--- src/rtl/seg7_scan_ctrl.sv ---
// seg7_scan_ctrl
// Time-multiplexed scan controller for a 4-digit common-anode 7-segment display.
// The score is latched on LOAD and is only made visible at a frame boundary.
// This keeps a frame from showing digits from two different scores.
// Each digit slot gets one-hot-low anode drive, a hex decode, blink and a decimal point.
// All outputs are active low and registered.
// Optional feature: define BLANK_LEADING_ZEROS_EN to blank leading zero digits 3..1.
module seg7_scan_ctrl #(
    parameter int REFRESH_DIV = 100_000,
    parameter int BLINK_DIV   = 50_000_000
) (
    input  logic        CLK,
    input  logic        RST_N,
    input  logic [15:0] SCORE_IN,
    input  logic        LOAD,
    input  logic [3:0]  BLINK_MASK,
    input  logic [3:0]  DP_MASK,
    output logic [3:0]  AN,
    output logic [6:0]  C,
    output logic        DP,
    output logic        FRAME_DONE
);

    localparam int RW = (REFRESH_DIV > 2) ? $clog2(REFRESH_DIV) : 1;
    localparam int BW = (BLINK_DIV > 2) ? $clog2(BLINK_DIV) : 1;
    localparam logic [RW-1:0] REF_LAST   = RW'(REFRESH_DIV - 1);
    localparam logic [BW-1:0] BLINK_LAST = BW'(BLINK_DIV - 1);

    logic [RW-1:0] ref_cnt;
    logic [1:0]    idx;
    logic [BW-1:0] blink_cnt;
    logic          blink_phase;
    logic [15:0]   active;
    logic [15:0]   pending;
    logic          pend_vld;

    logic          slot_wrap;
    logic          fb;
    logic [3:0]    cur_nibble;
    logic [6:0]    cur_seg;
    logic          lz_blank;
    logic          blank;

    // Segment patterns {g,f,e,d,c,b,a}. The pins are active low, so a 0 bit lights a segment.
    function automatic logic [6:0] seg_decode(input logic [3:0] n);
        logic [6:0] s;
        case (n)
            4'h0: s = 7'h40;
            4'h1: s = 7'h79;
            4'h2: s = 7'h24;
            4'h3: s = 7'h30;
            4'h4: s = 7'h19;
            4'h5: s = 7'h12;
            4'h6: s = 7'h02;
            4'h7: s = 7'h78;
            4'h8: s = 7'h00;
            4'h9: s = 7'h10;
            4'hA: s = 7'h08;
            4'hB: s = 7'h03;
            4'hC: s = 7'h46;
            4'hD: s = 7'h21;
            4'hE: s = 7'h06;
            default: s = 7'h0E;
        endcase
        return s;
    endfunction

    assign slot_wrap = (ref_cnt == REF_LAST);
    assign fb        = slot_wrap && (idx == 2'd3);

    // Refresh prescaler and digit index. Index 3 wrapping to 0 is the frame boundary.
    always_ff @(posedge CLK or negedge RST_N) begin
        if (!RST_N) begin
            ref_cnt <= '0;
            idx     <= 2'd0;
        end else if (slot_wrap) begin
            ref_cnt <= '0;
            idx     <= idx + 2'd1;
        end else begin
            ref_cnt <= ref_cnt + RW'(1);
        end
    end

    // Free-running blink timebase. It is independent of the scan position.
    always_ff @(posedge CLK or negedge RST_N) begin
        if (!RST_N) begin
            blink_cnt   <= '0;
            blink_phase <= 1'b0;
        end else if (blink_cnt == BLINK_LAST) begin
            blink_cnt   <= '0;
            blink_phase <= ~blink_phase;
        end else begin
            blink_cnt <= blink_cnt + BW'(1);
        end
    end

    // Score double buffer. If several loads arrive in one frame, the last one wins.
    // A load on the boundary cycle goes straight to the display.
    always_ff @(posedge CLK or negedge RST_N) begin
        if (!RST_N) begin
            active   <= 16'h0000;
            pending  <= 16'h0000;
            pend_vld <= 1'b0;
        end else if (LOAD && fb) begin
            active   <= SCORE_IN;
            pend_vld <= 1'b0;
        end else if (LOAD) begin
            pending  <= SCORE_IN;
            pend_vld <= 1'b1;
        end else if (fb && pend_vld) begin
            active   <= pending;
            pend_vld <= 1'b0;
        end
    end

    // Select the current nibble, decode it and work out whether this slot is dark.
    always_comb begin
        cur_nibble = active[3:0];
        lz_blank   = 1'b0;
        case (idx)
            2'd0: cur_nibble = active[3:0];
            2'd1: cur_nibble = active[7:4];
            2'd2: cur_nibble = active[11:8];
            default: cur_nibble = active[15:12];
        endcase
`ifdef BLANK_LEADING_ZEROS_EN
        case (idx)
            2'd0: lz_blank = 1'b0;
            2'd1: lz_blank = (active[15:4] == 12'h000);
            2'd2: lz_blank = (active[15:8] == 8'h00);
            default: lz_blank = (active[15:12] == 4'h0);
        endcase
`else
        lz_blank = 1'b0;
`endif
        cur_seg = seg_decode(cur_nibble);
        blank   = (BLINK_MASK[idx] & blink_phase) | lz_blank;
    end

    // Registered pin drive. A blanked slot turns off the anode, the segments and the DP together.
    always_ff @(posedge CLK or negedge RST_N) begin
        if (!RST_N) begin
            AN         <= 4'b1111;
            C          <= 7'h7F;
            DP         <= 1'b1;
            FRAME_DONE <= 1'b0;
        end else begin
            FRAME_DONE <= fb;
            if (blank) begin
                AN <= 4'b1111;
                C  <= 7'h7F;
                DP <= 1'b1;
            end else begin
                AN <= ~(4'b0001 << idx);
                C  <= cur_seg;
                DP <= ~DP_MASK[idx];
            end
        end
    end

endmodule

--- config.mk ---
export PLATFORM = sky130hd
export DESIGN_NAME = seg7_scan_ctrl
export DESIGN_NICKNAME = d
export VERILOG_FILES = /design/src/rtl/seg7_scan_ctrl.sv
export SDC_FILE = /design/constraint.sdc
export NUM_CORES = 1
export LEC_CHECK = 0
export ABC_AREA = 1
export CORE_AREA = 10 10 116 170
export CTS_CLUSTER_DIAMETER = 40
export DETAILED_ROUTE_END_ITERATION = 10
export DIE_AREA = 0 0 126 180
export GPL_TIMING_DRIVEN = 0
export SYNTH_ARGS = -nofsm -noshare
export SYNTH_HDL_FRONTEND = slang
export SYNTH_SLANG_ARGS = --single-unit
--- constraint.sdc ---
create_clock -name CLK -period 1.84 [get_ports CLK]
set_input_delay 0.368 -clock CLK [delete_from_list [all_inputs] [get_ports CLK]]
set_output_delay 0.368 -clock CLK [all_outputs]
set_load 0.03 [all_outputs]
==> results.sh, run 1 <==
export IMPL_status="complete, no violations"
export IMPL_r2r_cells=10
export IMPL_worstPathMaxFanout=5
export IMPL_insertion_delay_ps=350
export IMPL_reg2reg_slack_ps=60
export IMPL_synth_most_common_cell="nand2_1"
export IMPL_min_period_ps=1781
export IMPL_post_synth_top_area_cell="dfrtp_1"
export IMPL_netlist_area_um2=4893
export IMPL_path_cells="clkinvlp_4, ha_4, nand2_2, nand2_2, o22ai_4, buf_6, ha_1, nor2_1, o21ai_1, nand2_1"
export IMPL_postSynthAreaPerCell_um2=7.528
export IMPL_diodes=0
export IMPL_critical_path_class="reg -> reg"
export IMPL_grt_pass1_wl_um=20340
export IMPL_globalRouteOverflowTotal=0
export IMPL_area_delta_synth_final_pct=30.48
export IMPL_path_buf_inv=2
export IMPL_ioPinCount=40
export IMPL_finalNetCount=773
export IMPL_drtIter0Drc=274
export IMPL_slowest_delay_ps=450
export IMPL_viasPerCell=4.417
export IMPL_place_hpwl_um=9020
export IMPL_finalPower_mw=4.354
export IMPL_fmax_ghz=0.5616
export IMPL_fin_skew_ps=8.188
export IMPL_antenna_found_initial=0
export IMPL_synth_edf_count=0
export IMPL_syn_inst=650
export IMPL_p_leak_nw=3.195
export IMPL_synth_area_top_cells="dfrtp_1, nand2_1, nor2_1, dfstp_2, inv_1"
export IMPL_async_flop_share=1.000
export IMPL_crit_required_ps=2130
export IMPL_peakVddDrop_v=0.0004857
export IMPL_drt_wl_total_um=12350
export IMPL_row_count=58
export IMPL_tightestPinTransition_ps=626.5
export IMPL_crit_path_top_delay_cell="dfrtp_2"
export IMPL_max_slew_margin=0.5824
export IMPL_synth_cell_types=32
export IMPL_htree_levels=3
export IMPL_crit_path_start="idx[0]"
export IMPL_yosysWarnings=0
export IMPL_port_buffers=39
export IMPL_cap_viol_max_count=0
export IMPL_grt_pass1_vias=4231
export IMPL_p_per_area_nw_per_um2=681.9
export IMPL_synth_common_cells="nand2_1, nor2_1, dfrtp_1"
export IMPL_core_um2=16690
export IMPL_grt_start_max_net_pins=48
export IMPL_synth_top_area_frac=0.4091
export IMPL_syn_nets=690
export IMPL_worst_ep_arrival_time_ps=2070
export IMPL_crit_family="flip-flops"
export IMPL_ant_nets=0
export IMPL_drt_pass1_iter_count=5
export IMPL_wl_per_cell_um=13.03
export IMPL_cts_sinks=92
export IMPL_finalCritPeriodShare=0.9677
export IMPL_clockRootBuffer="clkbuf_16"
export IMPL_cts_buffer_depth=2
export IMPL_gp_congestion=0.8868
export IMPL_r2r_start="idx[0]"
export IMPL_drive_gt1_frac=0.1762
export IMPL_rsz0062_at_grt="yes"
export IMPL_final_core_util=0.3825
export IMPL_regToRegEndpoint="C[3]"
export IMPL_holdCritPathClass="in -> async"
export IMPL_die_h_um=180
export IMPL_ys_flop_type="dfrtp_1"
export IMPL_worst_path_most_repeated_cell="nand2_2"
export IMPL_yosys_register_bits=92
export IMPL_die_x_um=126
export IMPL_cts_tree="done"
export IMPL_grt_usage=0.1076
export IMPL_vias=4187
export IMPL_finalSetupViolCount=0
export IMPL_start_kind="flip-flop"
export IMPL_die_area_um2=22680
export IMPL_finalHoldViolations=0
export IMPL_start_util=0.2932
export IMPL_synth_seq_area_share=0.4735
export IMPL_drc_errors=0
export IMPL_clk_pin_slew_worst_paths_ps=70
export IMPL_drv_slew=0
export IMPL_crit_path_end_kind="flip-flop"
export IMPL_cts_made_buffers=9
[worst reg2reg max path, stage by stage, from the launching register on]
cell and delay [ps]:
dfrtp_2 450, clkinvlp_4 170, ha_4 210, nand2_2 60
nand2_2 60, o22ai_4 170, buf_6 130, ha_1 230
nor2_1 110, o21ai_1 80, nand2_1 60
[cell usage in the layout (no fill, tap or decap), types with 2 or more instances in the layout]
cell             netlist  routed
a21oi_1                8       6
bufinv_16              0       2
nand2_1              225     213
ha_2                   0       3
nand2_2                2      14
nor4_1                 2       2
buf_6                  2       8
nor2_4                 1       2
o22ai_4                0       3
inv_2                  2       9
xor2_1                25      25
buf_2                  5       2
inv_1                 78      68
nor2_2                 3       4
clkdlybuf4s50_1        0      26
buf_4                  0      30
o21ai_4                1       2
dlygate4sd2_1          0      12
dfrtp_2                0       3
ha_4                   0       6
inv_4                  0       2
dfstp_2               12      12
xnor2_1                5       5
nor3_1                10       9
o21ai_0               12       6
nand3_1               20      18
a21oi_2                0       2
o21ai_1                3       7
nor2_1               112     110
clkbuf_16              0       9
clkinvlp_4             0       3
nand4_1               12      12
clkbuf_1               2       2
nor3_2                 1       2
o211ai_1               3       3
dfrtp_1               80      77
inv_6                  0       3
ha_1                  13       4
nand3_2                2       3
[timing repair]
action	4_1_cts	5_1_grt
hold buffers	0	0
gates cloned	0	2
resized for setup	37	54
pin swaps	4	22
endpoints found under the setup margin	56	44
buffers inserted	13	17
[metrics by stage]
step | cells | hold slack, ps | setup slack, ps | TNS, ps | instance area, um2
floorplan | 650 | 72.41 | 6.292 | 0 | 4913
global placement | 899 | 459.8 | -3160 | -284800 | 5567
detailed placement | 900 | 437.4 | -408.5 | -11510 | 5592
CTS | 929 | 60.88 | -11.07 | -21.88 | 6073
global route | 948 | 87.51 | -56.09 | -217.4 | 6385
finish | 948 | 36.12 | 59.45 | 0 | 6385
[layout make-up]
type / count / area [um2]
Tap cell: 210 / 262.8
Buffer: 9 / 77.57
Timing Repair Buffer: 72 / 649.4
Sequential cell: 92 / 2321
Clock inverter: 6 / 93.84
Inverter: 81 / 316.6
Fill cell: 1736 / 10310
Clock buffer: 10 / 229.0
Multi-Input combinational cell: 468 / 2435
[how the worst max path moves through the flow]
stage / endpoint / slack (ps) / cells after the start
after floorplan: C[3] / 6 / 11
after global placement: active[13] / -3160 / 1
after detailed placement: C[0] / -410 / 11
after CTS: C[0] / -10 / 9
after global routing: C[3] / -60 / 10
final: C[3] / 60 / 10
[power by group]
group / switching [mW] / total [mW] / internal, mW
logic: 0.115 / 0.212 / 0.0967
clock network: 0.864 / 2.07 / 1.21
registers: 0.0154 / 2.07 / 2.06
total: 0.994 / 4.35 / 3.36
[registers in the layout, indices dropped and copies added (netlist names)]
register / cells
idx: 2
DP: 1
pending: 16
pend_vld: 1
FRAME_DONE: 1
blink_cnt: 26
ref_cnt: 17
active: 16
C: 7
blink_phase: 1
AN: 4
[metal layers]
layer | up-vias | part of all wire | global-route usage
met3 | 19 | 0.041 | 0.02768
met4 | 0 | 0.029 | 0.05299
met5 | - | 0 | 0
met2 | 66 | 0.52 | 0.1907
met1 | 1933 | 0.40 | 0.1146
li1 | 2169 | - | -
[cells by family (layout without fill, tap and decap cells)]
| kind of cell | Yosys count | in the layout | share of synthesized area |
|---|---|---|---|
| XOR/XNOR | 30 | 30 | 0.05369 |
| AO/OA/AOI/OAI | 33 | 33 | 0.03938 |
| adder cells (fa/ha/maj) | 13 | 13 | 0.03324 |
| buffers and inverters | 90 | 178 | 0.07338 |
| flip-flops | 92 | 92 | 0.4735 |
| AND/OR/NAND/NOR | 392 | 392 | 0.3268 |
Note: power is estimated with default switching activity, not from simulation.
==> run 2: changes to the inputs <==
--- a/config.mk
+++ b/config.mk
@@ -6,11 +6,12 @@
 export NUM_CORES = 1
 export LEC_CHECK = 0
 export ABC_AREA = 1
-export CORE_AREA = 10 10 116 170
+export CORE_AREA = 10 10 90 131
 export CTS_CLUSTER_DIAMETER = 40
 export DETAILED_ROUTE_END_ITERATION = 10
-export DIE_AREA = 0 0 126 180
+export DIE_AREA = 0 0 100 141
 export GPL_TIMING_DRIVEN = 0
+export PLACE_DENSITY_LB_ADDON = 0.2
 export SYNTH_ARGS = -nofsm -noshare
 export SYNTH_HDL_FRONTEND = slang
 export SYNTH_SLANG_ARGS = --single-unit
==> results.sh, run 2 (synthesis results as in run 1) <==
export IMPL_wl_per_cell_um=14.02
export IMPL_insertion_delay_ps=340
export IMPL_die_area_um2=14100
export IMPL_grt_pass1_wl_um=19490
export IMPL_largest_register_ff_count=26
export IMPL_critical_path_class="reg -> reg"
export IMPL_finalNetCount=767
export IMPL_diodes=0
export IMPL_dpl_cell_area_um2=5473
export IMPL_fillers=803
export IMPL_place_inst=805
export IMPL_final_core_util=0.6453
export IMPL_cts_sinks=92
export IMPL_crit_required_ps=2130
export IMPL_cap_viol_max_count=0
export IMPL_top_register="blink_cnt"
export IMPL_core_um2=9524
export IMPL_drtIter0Drc=151
export IMPL_ioPinCount=40
export IMPL_place_hpwl_um=8472
export IMPL_dp_worst_setup_slack_ps=-372.0
export IMPL_cts_buffer_depth=2
export IMPL_cts_made_buffers=9
export IMPL_crit_path_end_kind="flip-flop"
export IMPL_peakVddDrop_v=0.0006492
export IMPL_grt_pass1_vias=4198
export IMPL_start_util=0.5138
export IMPL_min_period_ps=1815
export IMPL_worst_ep_arrival_time_ps=2100
export IMPL_start_kind="flip-flop"
export IMPL_layout_commonest_cell="nand2_1"
export IMPL_fin_setup_tns_ps=0
export IMPL_fmax_ghz=0.5510
export IMPL_status="complete, no violations"
export IMPL_max_slew_margin=0.6340
export IMPL_finalHoldViolations=0
export IMPL_finalCritPeriodShare=0.9864
export IMPL_drt_wl_total_um=11860
export IMPL_fin_skew_ps=8.814
export IMPL_row_count=44
export IMPL_finish_instance_area_um2=6146
export IMPL_final_cell_mix="nand2_1, nor2_1, dfrtp_1, inv_1"
export IMPL_finalNonFillerCells=846
export IMPL_die_h_um=141
export IMPL_cts_tree="done"
export IMPL_drt_pass1_iter_count=4
export IMPL_drv_slew=0
export IMPL_antenna_found_initial=0
export IMPL_vias=4208
export IMPL_globalRouteOverflowTotal=0
export IMPL_rsz0062_at_grt="yes"
export IMPL_drc_errors=0
export IMPL_reg_largest_list="blink_cnt: 26 flops, ref_cnt: 17 flops"
export IMPL_clockRootBuffer="clkbuf_16"
export IMPL_finalSetupViolCount=0
export IMPL_grt_usage=0.1684
export IMPL_die_x_um=100
export IMPL_fin_ws_ps=25.08
export IMPL_port_buffers=39
export IMPL_gp_congestion=0.9290
export IMPL_viasPerCell=4.974
export IMPL_tightestPinTransition_ps=544.8
export IMPL_holdCritPathClass="reg -> reg"
export IMPL_ant_nets=0
export IMPL_htree_levels=3
export IMPL_drive_gt1_frac=0.1560
export IMPL_worstPathMaxFanout=5
export IMPL_area_delta_synth_final_pct=25.59
export IMPL_p_per_area_nw_per_um2=671.1
export IMPL_p_leak_nw=3.127
export IMPL_grt_start_max_net_pins=62
export IMPL_clk_pin_slew_worst_paths_ps=70
## run 2: cell count changes in the layout (fill, tap and decap cells not counted), moves of 2 or more
cell	before	now
nand2_1	213	218
clkinv_2	0	2
clkinvlp_4	3	1
buf_4	30	26
buf_6	8	3
o21ai_0	6	9
nand2_2	14	9
o21ai_1	7	5
## run 2: repair_timing
item / CTS / global route
hold buffers: 1 / 0
setup buffers: 8 / 17
pin swaps: 4 / 12
endpoints found under the setup margin: 56 / 43
resized for setup: 41 / 30
hold endpoints to repair: 19 / 0
## run 2: metal layers
layer	global-route usage	vias up	part of all wire
li1	-	2150	-
met1	0.1866	1948	0.42
met2	0.2986	93	0.52
met3	0.03963	17	0.041
met4	0.06866	0	0.019
met5	0	-	0
## run 2: path summary, 6_finish.rpt
check	start	endpoint	slack, ps	depth (start not counted)
min in group asynchronous	RST_N	blink_cnt[18]	500	2
max in group asynchronous	RST_N	active[0]	690	3
worst min-delay path	pending[13]	pending[13]	480	2
worst max register to register	idx[1]	C[6]	30	10
worst max-delay path	idx[1]	C[6]	30	10
worst min register to register	pending[13]	pending[13]	480	2
## run 2: where the power goes
part           total [mW]  switching (mW)  internal (mW)
logic               0.212           0.115         0.0967
registers            2.07          0.0161           2.06
clock network        1.84           0.793           1.05
## run 2: worst max-delay path, stage by stage, from the launching register on
cell     delay [ps]
dfrtp_2         480
ha_4            210
inv_6            50
buf_12          120
o22ai_4         230
buf_4           160
ha_1            160
inv_1            40
nor2_1          140
a21oi_1          80
nand2_1          90
## run 2: final cells by class
cell class | instances | area [um2] | area share
multi-input combinational | 468 | 2400 | 0.3905
buffer | 9 | 63.81 | 0.01038
tap | 115 | 143.9 | 0.02341
sequential | 92 | 2321 | 0.3776
clock inverter | 6 | 65.06 | 0.01059
inverter | 81 | 316.6 | 0.05151
clock buffer | 9 | 225.2 | 0.03664
timing repair buffer | 66 | 610.6 | 0.09935
## run 2: metrics by stage
| stage | total power, mW | hold slack (ps) |
|---|---|---|
| finish | 4.125 | 480.6 |
| CTS | 4.169 | 481.2 |
| global placement | 2.306 | 454.7 |
| detailed placement | 2.318 | 335.9 |
| floorplan | 2.188 | 72.41 |
| global route | 4.270 | 492.3 |
